<file path="src/rtl/frame_scanout_if.sv">
// Frame scanout bus: start/status, frame-buffer read port and the pixel stream.
// The scanout engine takes the master side.
interface frame_scanout_if;
  logic        start;
  logic [16:0] read_address;
  logic [23:0] q;
  logic [23:0] pix_data;
  logic        pix_valid;
  logic        pix_ready;
  logic        pix_sof;
  logic        pix_eol;
  logic        pix_eof;
  logic        busy;
  logic        frame_done;

  modport master (
    input  start, q, pix_ready,
    output read_address, pix_data, pix_valid, pix_sof, pix_eol, pix_eof, busy, frame_done
  );
  modport slave (
    output start, q, pix_ready,
    input  read_address, pix_data, pix_valid, pix_sof, pix_eol, pix_eof, busy, frame_done
  );
endinterface

</file>
<file path="src/rtl/frame_scanout.sv">
// Scans one H_PIX x V_PIX frame out of a 1-cycle-latency RAM into a 2-entry
// output FIFO with sof/eol/eof tags, credit-limited to FIFO + in-flight <= 2.
module frame_scanout #(
  parameter int H_PIX = 320,
  parameter int V_PIX = 320
) (
  input  logic            clk,
  input  logic            rst,
  frame_scanout_if.master bus
);
  localparam logic [8:0]  X_LAST = 9'(H_PIX - 1);
  localparam logic [16:0] A_LAST = 17'(H_PIX * V_PIX - 1);

  typedef enum logic [1:0] {IDLE, FETCH, DRAIN} state_t;
  typedef struct packed {
    logic [23:0] data;
    logic        sof;
    logic        eol;
    logic        eof;
  } pix_t;

  state_t      state;
  logic [16:0] addr;
  logic [8:0]  x, y;
  logic        inflight;
  logic [2:0]  inflight_flags;
  pix_t        fifo [2];
  pix_t        head;
  logic        rd_ptr, wr_ptr;
  logic [1:0]  cnt;
  logic        busy_q, done_q;
  logic        pop, issue;
  logic [2:0]  slots_used;

  // Credit counts the slot freed by this cycle's pop so a held-high ready
  // sustains one pixel per clock.
  assign pop        = (cnt != 2'd0) && bus.pix_ready;
  assign slots_used = 3'(cnt) - 3'(pop) + 3'(inflight);
  assign issue      = (state == FETCH) && (slots_used < 3'd2);

  always_ff @(posedge clk or posedge rst) begin
    if (rst) begin
      state          <= IDLE;
      addr           <= '0;
      x              <= '0;
      y              <= '0;
      inflight       <= 1'b0;
      inflight_flags <= '0;
      fifo[0]        <= '0;
      fifo[1]        <= '0;
      rd_ptr         <= 1'b0;
      wr_ptr         <= 1'b0;
      cnt            <= '0;
      busy_q         <= 1'b0;
      done_q         <= 1'b0;
    end else begin
      done_q   <= 1'b0;
      inflight <= issue;
      if (inflight) begin
        fifo[wr_ptr] <= {bus.q, inflight_flags};
        wr_ptr       <= ~wr_ptr;
      end
      if (pop) rd_ptr <= ~rd_ptr;
      cnt <= cnt + 2'(inflight) - 2'(pop);
      if (issue) inflight_flags <= {(x == 9'd0) && (y == 9'd0), x == X_LAST, addr == A_LAST};

      case (state)
        IDLE: if (bus.start) begin
          state  <= FETCH;
          addr   <= '0;
          x      <= '0;
          y      <= '0;
          busy_q <= 1'b1;
        end
        FETCH: if (issue) begin
          // The last address is held so read_address never runs past the frame.
          if (addr == A_LAST) state <= DRAIN;
          else begin
            addr <= addr + 17'd1;
            if (x == X_LAST) begin
              x <= '0;
              y <= y + 9'd1;
            end else x <= x + 9'd1;
          end
        end
        DRAIN: if (cnt == 2'd0 && !inflight) begin
          state  <= IDLE;
          busy_q <= 1'b0;
          done_q <= 1'b1;
        end
        default: state <= IDLE;
      endcase
    end
  end

  assign head             = fifo[rd_ptr];
  assign bus.pix_valid    = cnt != 2'd0;
  assign bus.pix_data     = head.data;
  assign bus.pix_sof      = head.sof & bus.pix_valid;
  assign bus.pix_eol      = head.eol & bus.pix_valid;
  assign bus.pix_eof      = head.eof & bus.pix_valid;
  assign bus.read_address = addr;
  assign bus.busy         = busy_q;
  assign bus.frame_done   = done_q;
endmodule

</file>
<file path="src/flat_wrapper.sv">
// flat-port wrapper written by rule: the top's interface ports become plain ports
module frame_scanout_flat 
#(
  parameter int H_PIX = 320,
  parameter int V_PIX = 320
)
  (clk, rst, bus_start, bus_q, bus_pix_ready, bus_read_address, bus_pix_data, bus_pix_valid, bus_pix_sof, bus_pix_eol, bus_pix_eof, bus_busy, bus_frame_done);
  frame_scanout_if bus_i ();
  input  logic clk;
  input  logic rst;
  input wire logic [$bits(bus_i.start)-1:0] bus_start;
  input wire logic [$bits(bus_i.q)-1:0] bus_q;
  input wire logic [$bits(bus_i.pix_ready)-1:0] bus_pix_ready;
  output wire logic [$bits(bus_i.read_address)-1:0] bus_read_address;
  output wire logic [$bits(bus_i.pix_data)-1:0] bus_pix_data;
  output wire logic [$bits(bus_i.pix_valid)-1:0] bus_pix_valid;
  output wire logic [$bits(bus_i.pix_sof)-1:0] bus_pix_sof;
  output wire logic [$bits(bus_i.pix_eol)-1:0] bus_pix_eol;
  output wire logic [$bits(bus_i.pix_eof)-1:0] bus_pix_eof;
  output wire logic [$bits(bus_i.busy)-1:0] bus_busy;
  output wire logic [$bits(bus_i.frame_done)-1:0] bus_frame_done;
  assign bus_i.start = bus_start;
  assign bus_i.q = bus_q;
  assign bus_i.pix_ready = bus_pix_ready;
  assign bus_read_address = bus_i.read_address;
  assign bus_pix_data = bus_i.pix_data;
  assign bus_pix_valid = bus_i.pix_valid;
  assign bus_pix_sof = bus_i.pix_sof;
  assign bus_pix_eol = bus_i.pix_eol;
  assign bus_pix_eof = bus_i.pix_eof;
  assign bus_busy = bus_i.busy;
  assign bus_frame_done = bus_i.frame_done;
  frame_scanout #(.H_PIX(H_PIX), .V_PIX(V_PIX)) u_core (.clk(clk), .rst(rst), .bus(bus_i));
endmodule
</file>
<file path="config.mk">
export PLATFORM = sky130hd
export DESIGN_NAME = frame_scanout_flat
export DESIGN_NICKNAME = d
export VERILOG_FILES = /design/src/rtl/frame_scanout_if.sv /design/src/rtl/frame_scanout.sv /design/src/flat_wrapper.sv
export SDC_FILE = /design/constraint.sdc
export NUM_CORES = 1
export LEC_CHECK = 0
export ABC_AREA = 0
export CAP_MARGIN = 20
export CORE_ASPECT_RATIO = 0.7
export CORE_UTILIZATION = 45
export CTS_CLUSTER_DIAMETER = 30
export DETAILED_ROUTE_END_ITERATION = 6
export PLACE_DENSITY = 0.71
export SETUP_SLACK_MARGIN = 0.15
export SYNTH_ARGS = -nofsm -noshare
export SYNTH_HDL_FRONTEND = slang
export SYNTH_SLANG_ARGS = --single-unit
</file>
<file path="constraint.sdc">
create_clock -name clk -period 3.25 [get_ports clk]
set_input_delay 0.4875 -clock clk [delete_from_list [all_inputs] [get_ports clk]]
set_output_delay 0.4875 -clock clk [all_outputs]
set_load 0.1 [all_outputs]
</file>
==> flow_metrics.tcl, run 1 <==
set metrics [dict create \
    run_status "completed" \
    grt_use_total 0.207 \
    number_of_buffers_added_by_the_clock_tree_synthesis_step 9 \
    fin_crit_sh 0.917 \
    postSynth.topFlopCell "dfrtp_1" \
    r2r.worst_path.cells 13 \
    cts_buffer_depth 2 \
    detail_route.vias_per_cell 5.64 \
    drtIter0Drc 229 \
    post_synth_main_area_contributors "dfrtp_1 (52%), mux2_2 (18%), o21ai_0 (3.9%)" \
    synth_sequential_area_ratio 0.521 \
    synth_edf_count 0 \
    largest_net_degree_at_the_start_of_global_routing 102 \
    antenna_violating_nets_remaining 0 \
    fin_area_sq_um 6130 \
    async_flop_share 1.00 \
    grt_first_pass_wirelength_mm 18.2 \
    routed_wl_mm 11.1 \
    worst_setup_path_end_kind "flop" \
    io_pins 75 \
    critical_path_arrival_ns 3.23 \
    dieHeight_um 88.9 \
    number_of_global_route_vias_before_repair 3576 \
    worstReg2RegStart "u_core.cnt[1]$_DFF_PP0_" \
    timing.max_cap.violations 0 \
    portBuffers 74 \
    drv_slew 0 \
    placeableCoreArea_sq_um 10400 \
    timing.hold.worst.start "u_core.y[8]$_DFFE_PP0P_" \
    place_area_sq_um 5790 \
    worst_slew_pin_slew_ns 0.957 \
    area_growth_pct 26.3 \
    clock_skew_ns 0.00784 \
    startpoint_type "flop" \
    ys_ff_latch 101 \
    worstPathMaxFanout 6 \
    worst_setup_hold_path_clk_slew_ns 0.07 \
    rrSetupSlack_ns 0.27 \
    holdBufCountCts 0 \
    placementRows 31 \
    initial_cell_density_of_the_core 0.467 \
    dr_total_vias 3651 \
    die_width_um 126 \
    antenna_cells 0 \
    timing.final.crit_period_ns 2.98 \
    design.die.area_sq_um 11200 \
    layout-drive-gt1-share 0.353 \
    drc_errors_left 0 \
    drt_pre_antenna_iters 5 \
    route.detailed.wl_per_inst_um 17.1 \
    cts.sinks 101 \
    hold_depth 1 \
    clockRootBuffer "clkbuf_16" \
    syn_avg_cell_area_sq_um 11.4 \
    grt-ovfl-total 0 \
    syn_nets 462 \
    cts_max_level 3 \
    critical_path_class "reg2reg" \
    final_setup_violation_count 0 \
    grt_antenna_before_repair 0 \
    yosysUniqueCellTypes 46 \
    cell_type_with_the_highest_aggregate_area_in_the_netlist "dfrtp_1" \
    top_area_cell_type_share_of_the_netlist_area 0.521 \
    min-delay-path-class "reg2reg" \
    fmax_mhz 335 \
    ys.warnings.count 0 \
    r2r-end "u_core.y[7]$_DFFE_PP0P_" \
    relSlewSlack 0.360 \
    synth_cells 426 \
    worstHoldEndpoint "u_core.y[8]$_DFFE_PP0P_" \
    syn_area_sq_um 4850 \
    cts_tree "yes" \
    post-dp-hpwl_mm 7.42 \
    worst_skew_pair.late_latency_ns 0.34 \
    globalplace.congestion 0.770 \
    worstPathRequired_ns 3.50 \
    hold_violations 0 \
    rsz0062_at_grt "true" \
    nets 546 \
]
-- cell families (layout without fill, tap and decap cells) --
kind of cell               count (synthesis)  in the layout  share of synthesized area
and+or+nand+nor                          111            111                      0.121
AOI/OAI and AO/OA                         89             90                      0.114
buffers and inverters                     31            119                     0.0248
adders and majority gates                  8              8                     0.0222
muxes                                     82             82                      0.189
DFF                                      101            101                      0.521
xor gates and xnor gates                   4              4                    0.00722
-- worst max-delay path by stage --
stage / from / to / depth (start not counted)
3_3_place_gp: bus_pix_ready / u_core.y[4]$_DFFE_PP0P_ / 11
3_5_place_dp: bus_pix_ready / u_core.y[4]$_DFFE_PP0P_ / 11
2_1_floorplan: u_core.cnt[1]$_DFF_PP0_ / u_core.x[4]$_DFFE_PP0P_ / 13
4_1_cts: u_core.cnt[1]$_DFF_PP0_ / u_core.y[4]$_DFFE_PP0P_ / 14
5_1_grt: u_core.cnt[1]$_DFF_PP0_ / u_core.y[7]$_DFFE_PP0P_ / 13
6_report: u_core.cnt[1]$_DFF_PP0_ / u_core.y[7]$_DFFE_PP0P_ / 13
-- synthesized netlist by cell type, types with 2 or more instances --
library cell / n
or3_1: 4
and3_1: 8
o21ai_0: 38
a21oi_1: 7
nor4b_1: 3
mux2i_1: 4
mux2_2: 78
nand2_1: 32
o31ai_1: 15
clkbuf_1: 14
buf_2: 3
o21ai_1: 2
o22ai_1: 2
and2_1: 3
nor3_1: 5
a31oi_1: 7
nand3_1: 19
nor2_1: 13
ha_1: 7
nor3b_1: 2
a41oi_1: 6
xor2_1: 3
o211ai_1: 2
inv_1: 13
nor4_1: 4
o41ai_1: 3
nor2b_1: 4
nand4_1: 6
dfrtp_1: 101
a21o_1: 2
-- cell usage in the layout, fill, tap and decap left out, types with 2 or more instances in the layout --
cell type and n:
o41ai_2 2, nor3_1 5, nor4_1 4, mux2i_1 4
inv_2 2, o22ai_1 2, xor2_1 3, nor4b_1 3
a31oi_1 7, inv_1 9, buf_12 3, mux2_2 78
or3_1 3, o21ai_1 12, clkinvlp_4 6, ha_1 5
a41oi_1 6, o211ai_1 2, nand2_1 32, o31ai_1 13
a21oi_1 7, clkbuf_16 9, and3_1 8, buf_4 59
dfrtp_1 100, ha_4 2, nor2b_1 4, o21ai_0 27
nor3b_1 2, o31ai_2 2, o21ai_2 2, or3_4 2
and2_1 2, nand3_1 19, a21o_1 2, clkdlybuf4s50_1 28
nor2_1 11, nand4_1 6
-- state kept, by name (all words and copies together) (netlist names) --
register	count
u_core.fifo	54
u_core.bus.read_address	17
u_core.x	9
u_core.y	9
u_core.inflight_flags	3
u_core.cnt	2
u_core.state	2
u_core.bus.busy	1
u_core.bus.frame_done	1
u_core.inflight	1
u_core.rd_ptr	1
u_core.wr_ptr	1
-- critical path, stage by stage (launching register included) --
cell and delay [ns]:
dfrtp_2 0.45, nor2_4 0.15, clkinvlp_4 0.13, and2_4 0.17, ha_4 0.26, inv_2 0.04
ha_4 0.15, fa_2 0.36, xnor2_2 0.15, or3_4 0.39, inv_2 0.12, buf_4 0.14
o211ai_1 0.14, o31ai_1 0.25
-- repair_timing --
| action | CTS | global route |
|---|---|---|
| pin swaps | 0 | 1 |
| setup endpoints to repair | 2 | 20 |
| resized for setup | 2 | 8 |
| gates cloned | 0 | 1 |
| buffers inserted | 0 | 1 |
-- through the flow --
step                      hold WS (ns)  utilization  instances  setup slack [ns]  TNS (ns)
after CTS                        0.485        0.586        645             0.182         0
after floorplan                  0.446            -        426            -0.133     -2.17
after global routing             0.513        0.590        647             0.135         0
final                            0.484        0.590        647             0.269         0
after global placement           0.466        0.557        629            0.0189         0
after detailed placement         0.475        0.557        629            -0.127    -0.166
-- layout make-up --
class,count,area (sq um)
timing repair buffer,90,783
multi-input combinational,295,2310
tap,132,165
sequential,101,2530
inverter,13,56.3
clock inverter,6,47.5
clock buffer,10,239
fill,858,4270
-- per-layer routing --
layer / track usage / routed length [um] / vias to the layer above
met4: 0.0438 / 76 / 0
met1: 0.305 / 5310 / 1817
li1: - / - / 1736
met5: 0 / 0 / -
met3: 0.0429 / 594 / 8
met2: 0.317 / 5070 / 90
Power of run 1 is not shown: default switching activity piles up to over one toggle a cycle in this logic, so the estimate is an artifact.
==> run 2: changes to the inputs <==
--- a/config.mk
+++ b/config.mk
@@ -11,6 +11,7 @@
 export CORE_UTILIZATION = 45
 export CTS_CLUSTER_DIAMETER = 30
 export DETAILED_ROUTE_END_ITERATION = 6
+export GPL_ROUTABILITY_DRIVEN = 1
 export PLACE_DENSITY = 0.71
 export SETUP_SLACK_MARGIN = 0.15
 export SYNTH_ARGS = -nofsm -noshare
==> results of run 2 <==
Final layout, timing and power as in run 1 (identical DEF).
Power of run 2 is left out for the same reason.
